## src/rtl/alu_ctrl.sv

```systemverilog
// Sequencer for the ALU datapath: 17-cycle mul/div walk, 2-cycle add/cmp; start ignored while busy.
// Optional ALU_CTRL_DIV0_EN adds a divide-by-zero err flag captured on accept.
module alu_ctrl #(
  parameter int WIDTH = 16
) (
  input  logic             clk,
  input  logic             nrst,
  input  logic             start,
  input  logic [1:0]       op_in,
  input  logic [WIDTH-1:0] a_in,
  input  logic [WIDTH-1:0] b_in,
  output logic [WIDTH-1:0] opA,
  output logic [WIDTH-1:0] opB,
  output logic [1:0]       opcode,
  output logic [4:0]       cstate,
  output logic             busy,
  output logic             done,
  output logic             err
);

  typedef enum logic [4:0] {
    S0  = 5'b00000, S1  = 5'b00001, S2  = 5'b00011, S3  = 5'b00010,
    S4  = 5'b00110, S5  = 5'b00111, S6  = 5'b00101, S7  = 5'b00100,
    S8  = 5'b01100, S9  = 5'b01101, S10 = 5'b01111, S11 = 5'b01110,
    S12 = 5'b01010, S13 = 5'b01011, S14 = 5'b01001, S15 = 5'b01000,
    S16 = 5'b11000, S20 = 5'b10001, S31 = 5'b10000
  } state_t;

  state_t           state_q, state_d;
  logic [WIDTH-1:0] opa_q, opa_d, opb_q, opb_d;
  logic [1:0]       opc_q, opc_d;
  logic             busy_q, busy_d;
  logic             done_q, done_d;
  logic             accept;

  assign accept = (state_q == S20) && start;

  always_comb begin
    state_d = S0;
    opa_d   = opa_q;
    opb_d   = opb_q;
    opc_d   = opc_q;
    case (state_q)
      S0:  state_d = S20;
      S20: begin
        if (start) begin
          state_d = (op_in == 2'b01 || op_in == 2'b10) ? S1 : S31;
          opa_d   = a_in;
          opb_d   = b_in;
          opc_d   = op_in;
        end else begin
          state_d = S20;
        end
      end
      S1:  state_d = S2;
      S2:  state_d = S3;
      S3:  state_d = S4;
      S4:  state_d = S5;
      S5:  state_d = S6;
      S6:  state_d = S7;
      S7:  state_d = S8;
      S8:  state_d = S9;
      S9:  state_d = S10;
      S10: state_d = S11;
      S11: state_d = S12;
      S12: state_d = S13;
      S13: state_d = S14;
      S14: state_d = S15;
      S15: state_d = S16;
      S16: state_d = S20;
      S31: state_d = S20;
      default: state_d = S0;
    endcase
    // Outputs are registered from the next state so they line up with cstate.
    busy_d = !(state_d == S0 || state_d == S20);
    done_d = (state_q == S16) || (state_q == S31);
  end

`ifdef ALU_CTRL_DIV0_EN
  logic err_q, err_d;

  always_comb begin
    err_d = err_q;
    if (accept) err_d = (op_in == 2'b10) && (b_in == '0);
  end
`endif

  always_ff @(posedge clk) begin
    if (!nrst) begin
      state_q <= S0;
      opa_q   <= '0;
      opb_q   <= '0;
      opc_q   <= 2'b00;
      busy_q  <= 1'b0;
      done_q  <= 1'b0;
`ifdef ALU_CTRL_DIV0_EN
      err_q   <= 1'b0;
`endif
    end else begin
      state_q <= state_d;
      opa_q   <= opa_d;
      opb_q   <= opb_d;
      opc_q   <= opc_d;
      busy_q  <= busy_d;
      done_q  <= done_d;
`ifdef ALU_CTRL_DIV0_EN
      err_q   <= err_d;
`endif
    end
  end

  assign cstate = state_q;
  assign opA    = opa_q;
  assign opB    = opb_q;
  assign opcode = opc_q;
  assign busy   = busy_q;
  assign done   = done_q;
`ifdef ALU_CTRL_DIV0_EN
  assign err    = err_q;
`else
  assign err    = 1'b0;
`endif

endmodule

```

## config.mk

```make
export PLATFORM = sky130hd
export DESIGN_NAME = alu_ctrl
export DESIGN_NICKNAME = d
export VERILOG_FILES = /design/src/rtl/alu_ctrl.sv
export SDC_FILE = /design/constraint.sdc
export NUM_CORES = 1
export LEC_CHECK = 0
export CORE_MARGIN = 2
export CORE_UTILIZATION = 64
export CTS_BUF_LIST = sky130_fd_sc_hd__clkbuf_8
export DETAILED_ROUTE_END_ITERATION = 16
export DONT_BUFFER_PORTS = 1
export HOLD_SLACK_MARGIN = 0.1
export PLACE_DENSITY = 0.8
export SLEW_MARGIN = 20
export SYNTH_ARGS = -nofsm -noshare
export SYNTH_HDL_FRONTEND = slang
export SYNTH_SLANG_ARGS = --single-unit
```

## constraint.sdc

```tcl
create_clock -name clk -period 1.65 [get_ports clk]
set_input_delay 0.33 -clock clk [delete_from_list [all_inputs] [get_ports clk]]
set_output_delay 0.33 -clock clk [all_outputs]
set_load 0.01 [all_outputs]
```

# --- After elaboration in Yosys (flattened, before gate mapping) ---
# Index checks and enable logic that the tools add are counted.
word_totals:
  register_bits: 41
  in_bits: 37
  output_inout_bits: 42
  word_cells: 38
op_classes:
  eq_ne: 21
  n_mux: 3
  n_reduce_logical: 8
ops:
  columns: ["cell", "count"]
  rows:
  - ["5-bit one-hot mux with 17 select lines", 1]
  - ["5-bit by 4-bit equality test with 1-bit output, second input constant", 8]
  - ["5-bit by 3-bit equality test with 1-bit output, second input constant", 4]
  - ["5-bit equality test, second input constant", 4]
  - ["5-bit by 2-bit equality test with 1-bit output, second input constant", 2]
  - ["5-bit logical NOT", 2]
  - ["5-bit two-way mux", 2]
  - ["5-bit by 1-bit equality test with 1-bit output, second input constant", 1]
  - ["1-bit logical OR", 3]
  - ["3-bit OR reduction", 1]
  - ["2-bit by 1-bit equality test with 1-bit output, second input constant", 1]
  - ["2-bit equality test, second input constant", 1]
  - ["2-bit AND reduction", 1]
  - ["1-bit logical NOT", 1]

# --- Depth between registers and ports, before layout ---
depth:
  word_depth: 8
  ltp_mapped: 5
  ltp_nobuf: 4

# --- Least setup slack after synthesis ---
# OpenSTA, ideal clock, no wires.
synth_timing:
  path_type: "register -> register"
  start: "register state_q[3] (netlist: cstate[3])"
  end: "register busy_q (netlist: busy)"
  setup_time_ns: 0.129
  arrival_ns: 1.357
  t_required_ns: 1.521
  setup_slack_ns: 0.164
  stages_incl_launch_ff: 5
  n_path_buf: 0
  synth_period_minus_slack_ns: 1.486
  path_cell_list: "dfxtp_1 -> xnor2_1 -> mux2_4 -> a2111oi_4 -> a211oi_2"
synth_via:
  elab_chain_cells: 6
  word_cells_on_any_way: 25
  cone_classes: "19 x eq/ne; 1 x mux; 5 x reduce/logical"
synth_lines:
  columns: ["item", "line", "rtl"]
  rows:
  - ["start, declared", "29", "state_t state_q, state_d;"]
  - ["start signal, assigned", "100", "state_q <= state_d;"]
  - ["5-bit equality test / 5-bit logical NOT (equally long branches)", "43", "case (state_q)"]
  - ["3-bit OR reduction (no line)", null, null]
  - ["5-bit one-hot mux with 17 select lines *", "43", null]
  - ["5-bit equality test / 5-bit logical NOT (equally long branches)", "75", "busy_d = !(state_d == S0 || state_d == S20);"]
  - ["1-bit logical OR *", "75", null]
  - ["1-bit logical NOT *", "75", null]
  - ["end signal, assigned", "104", "busy_q <= busy_d;"]
  - ["end, declared", "32", "logic busy_q, busy_d;"]
# Every way passes the cells marked *; elsewhere a longest branch is shown, timed or not.
# A chain may end at the register's enable or synchronous reset.

# --- Final worst setup path ---
layout_timing:
  start: "register state_q[0] (netlist: cstate[0])"
  end: "register busy_q (netlist: busy)"
# Same word-level chain as after synthesis.

==> impl_metrics.tcl <==
set metrics [dict create \
    final_net_count 229 \
    ff2ff_path_depth 4 \
    cp.required_ns 1.81 \
    mappedNetlistArea_um2 1556 \
    drc 0 \
    critical_path_class "reg2reg" \
    firstDrtPassIters 4 \
    htreeDepth 2 \
    clk_path_buf_depth 2 \
    routed_wl_mm 3.189 \
    slew_violations 0 \
    leakagePower_nw 0.5858 \
    insertion_delay_ns 0.28 \
    holdPathEnd "cstate[0]" \
    timing.fmax_ghz 0.6676 \
    drive_above_1_share_pct 10.36 \
    postSynthCellCount 188 \
    num_vias 1247 \
    path_cells "nand2_1 > o221a_2 > a2111oi_4 > a211oi_2" \
    slowest_delay_ns 0.52 \
    fin_skew_ns 0.002648 \
    seq_area_frac_synth_pct 52.73 \
    finalCriticalPeriod_ns 1.498 \
    synth_cell_type_count 25 \
    final_common_cell "nand2_1" \
    slowest_stage "dfxtp_1" \
    die_x_um 53.32 \
    reg2reg_from "cstate[0]" \
    cts.sinks 41 \
    tritoncts "yes" \
    grt_pass1_vias 1197 \
    antenna_found_initial 0 \
    io_pins 79 \
    area_growth_pct 9.084 \
    core_um2 2255 \
    finalSetupViolations 0 \
    place_hpwl_mm 2.375 \
    power_density_nw_per_um2 1293 \
    rsz0062_at_grt "no" \
    rows 17 \
    first_iter_violations 25 \
    numCtsBuffers 5 \
    chipHeight_um 53.32 \
    root_buffer "clkbuf_8" \
    postRouteAntennaNets 0 \
    synth_area_per_cell_um2 8.279 \
    ir_drop_uv 993.0 \
    crit_family "compound AO/OA/AOI/OAI gates" \
    die-area_um2 2842 \
    min_from "nrst" \
    path_buf_inv 0 \
    r2r_end "busy" \
    finalSetupTns_ns 0 \
    clk_pin_slew_worst_paths_ns 0.07 \
    detail_route.wl_per_cell_um 14.43 \
    hold_viol 0 \
    gp_congestion 0.7237 \
    crit_path_max_fanout 8 \
    grt_use_total_pct 24.84 \
    grt_pass1_wl_mm 5.016 \
    total_power_mw 2.195 \
    postCtsSetupRepairBufs 0 \
    worst_setup_path_start_kind "flip-flop" \
    fin_crit_sh_pct 90.79 \
    yosysWarnings 0 \
    syn-num-nets 225 \
    worstPathArrival_ns 1.66 \
    endpoint_kind "flip-flop" \
    port_buffers 0 \
    reg2reg_slack_ns 0.15 \
    cap_violations 0 \
    overflow 0 \
    layout_common_cells "69 x nand2_1, 40 x dfxtp_1, 38 x a21oi_1, 7 x buf_4" \
    worst_slack_ns 0.1520 \
    outcome "complete, no violations" \
    grt_max_degree 37 \
    hp-class "in2reg" \
    whs_path_depth 1 \
    dp_slack_ns 0.1369 \
    synth_seq_cells 41 \
    post_drt_via_cell_ratio 5.643 \
    num_antenna_cells 0 \
    initial_utilization_pct 69.03 \
]
-- report_power, final --
part | internal, mW | total, mW | switching [mW]
Clock | 0.486 | 0.800 | 0.313
Combinational | 0.115 | 0.273 | 0.159
Sequential | 1.05 | 1.12 | 0.0759
Total | 1.65 | 2.19 | 0.548
-- timing repair --
action / 4_1_cts / 5_1_grt
resized for setup: 0 / 1
setup endpoints to repair: 0 / 4
hold buffers: 0 / 0
-- cell usage after synthesis (all sizes together) --
cell,n,area (um^2)
nand3,1,5.000
a2111oi,1,27.53
nand2b,2,12.51
a21o,1,7.510
a211oi,2,20.02
nor2b,3,18.77
clkbuf,6,22.52
nor3b,1,18.77
a21oi,38,190.2
conb,1,3.750
mux2,1,15.01
buf,4,41.29
nand2,69,259.0
and2,2,12.51
nor3,2,10.01
nand4,1,6.260
dfxtp,41,820.8
or2,1,6.260
clkinv,1,3.750
inv,1,3.750
nor2,6,22.52
o221a,1,11.26
xnor2,2,17.52
-- final cells by class --
class	count	area (um^2)
repair buffers	7	52.55
inverters	2	7.507
clock inverters	2	33.78
clock buffers	6	82.58
flip-flops and latches	41	822.0
multi-input cells	135	664.4
well taps	28	35.03
fillers	177	556.8
-- routing by layer --
layer | track usage, % | vias to the layer above | share of wire (%)
met5 | 0 | - | 0
met4 | 11.97 | 0 | 1.3
met3 | 10.45 | 5 | 9.0
met2 | 45.68 | 56 | 53
met1 | 23.10 | 569 | 36
li1 | - | 617 | -
-- kinds of logic after synthesis --
kind of cell / count (synthesis) / share of synthesized area [%]
AND/OR/NAND/NOR: 88 / 23.87
AO/OA/AOI/OAI: 43 / 16.48
flip-flops: 41 / 52.73
buffers and inverters: 12 / 4.581
XOR/XNOR: 2 / 1.126
multiplexers: 1 / 0.9643
other: 1 / 0.2409
-- metrics by stage --
step / hold slack [ns] / utilization, % / std cells / instance area [um^2]
after floorplan: 0.4517 / - / 188 / 1556
after global placement: 0.4530 / 70.09 / 213 / 1580
after detailed placement: 0.4588 / 70.09 / 213 / 1580
after CTS: 0.1613 / 75.25 / 221 / 1697
after global routing: 0.1555 / 75.31 / 221 / 1698
final: 0.1671 / 75.31 / 221 / 1698
-- flip-flops by register name (all words and copies together), names as in the netlist --
name	count
done	1
opA	16
opB	16
opcode	2
cstate	5
busy	1
-- how the worst max path moves through the flow --
stage,start,endpoint,slack [ns],depth (start not counted)
after floorplan,cstate[3],busy,0.16,4
after global placement,cstate[0],busy,0.21,4
after detailed placement,cstate[4],opB[7],0.14,5
after CTS,cstate[4],opB[7],0.11,5
after global routing,cstate[0],opA[4],0.03,5
final,cstate[0],busy,0.15,4
(Power assumes the default switching activity.)
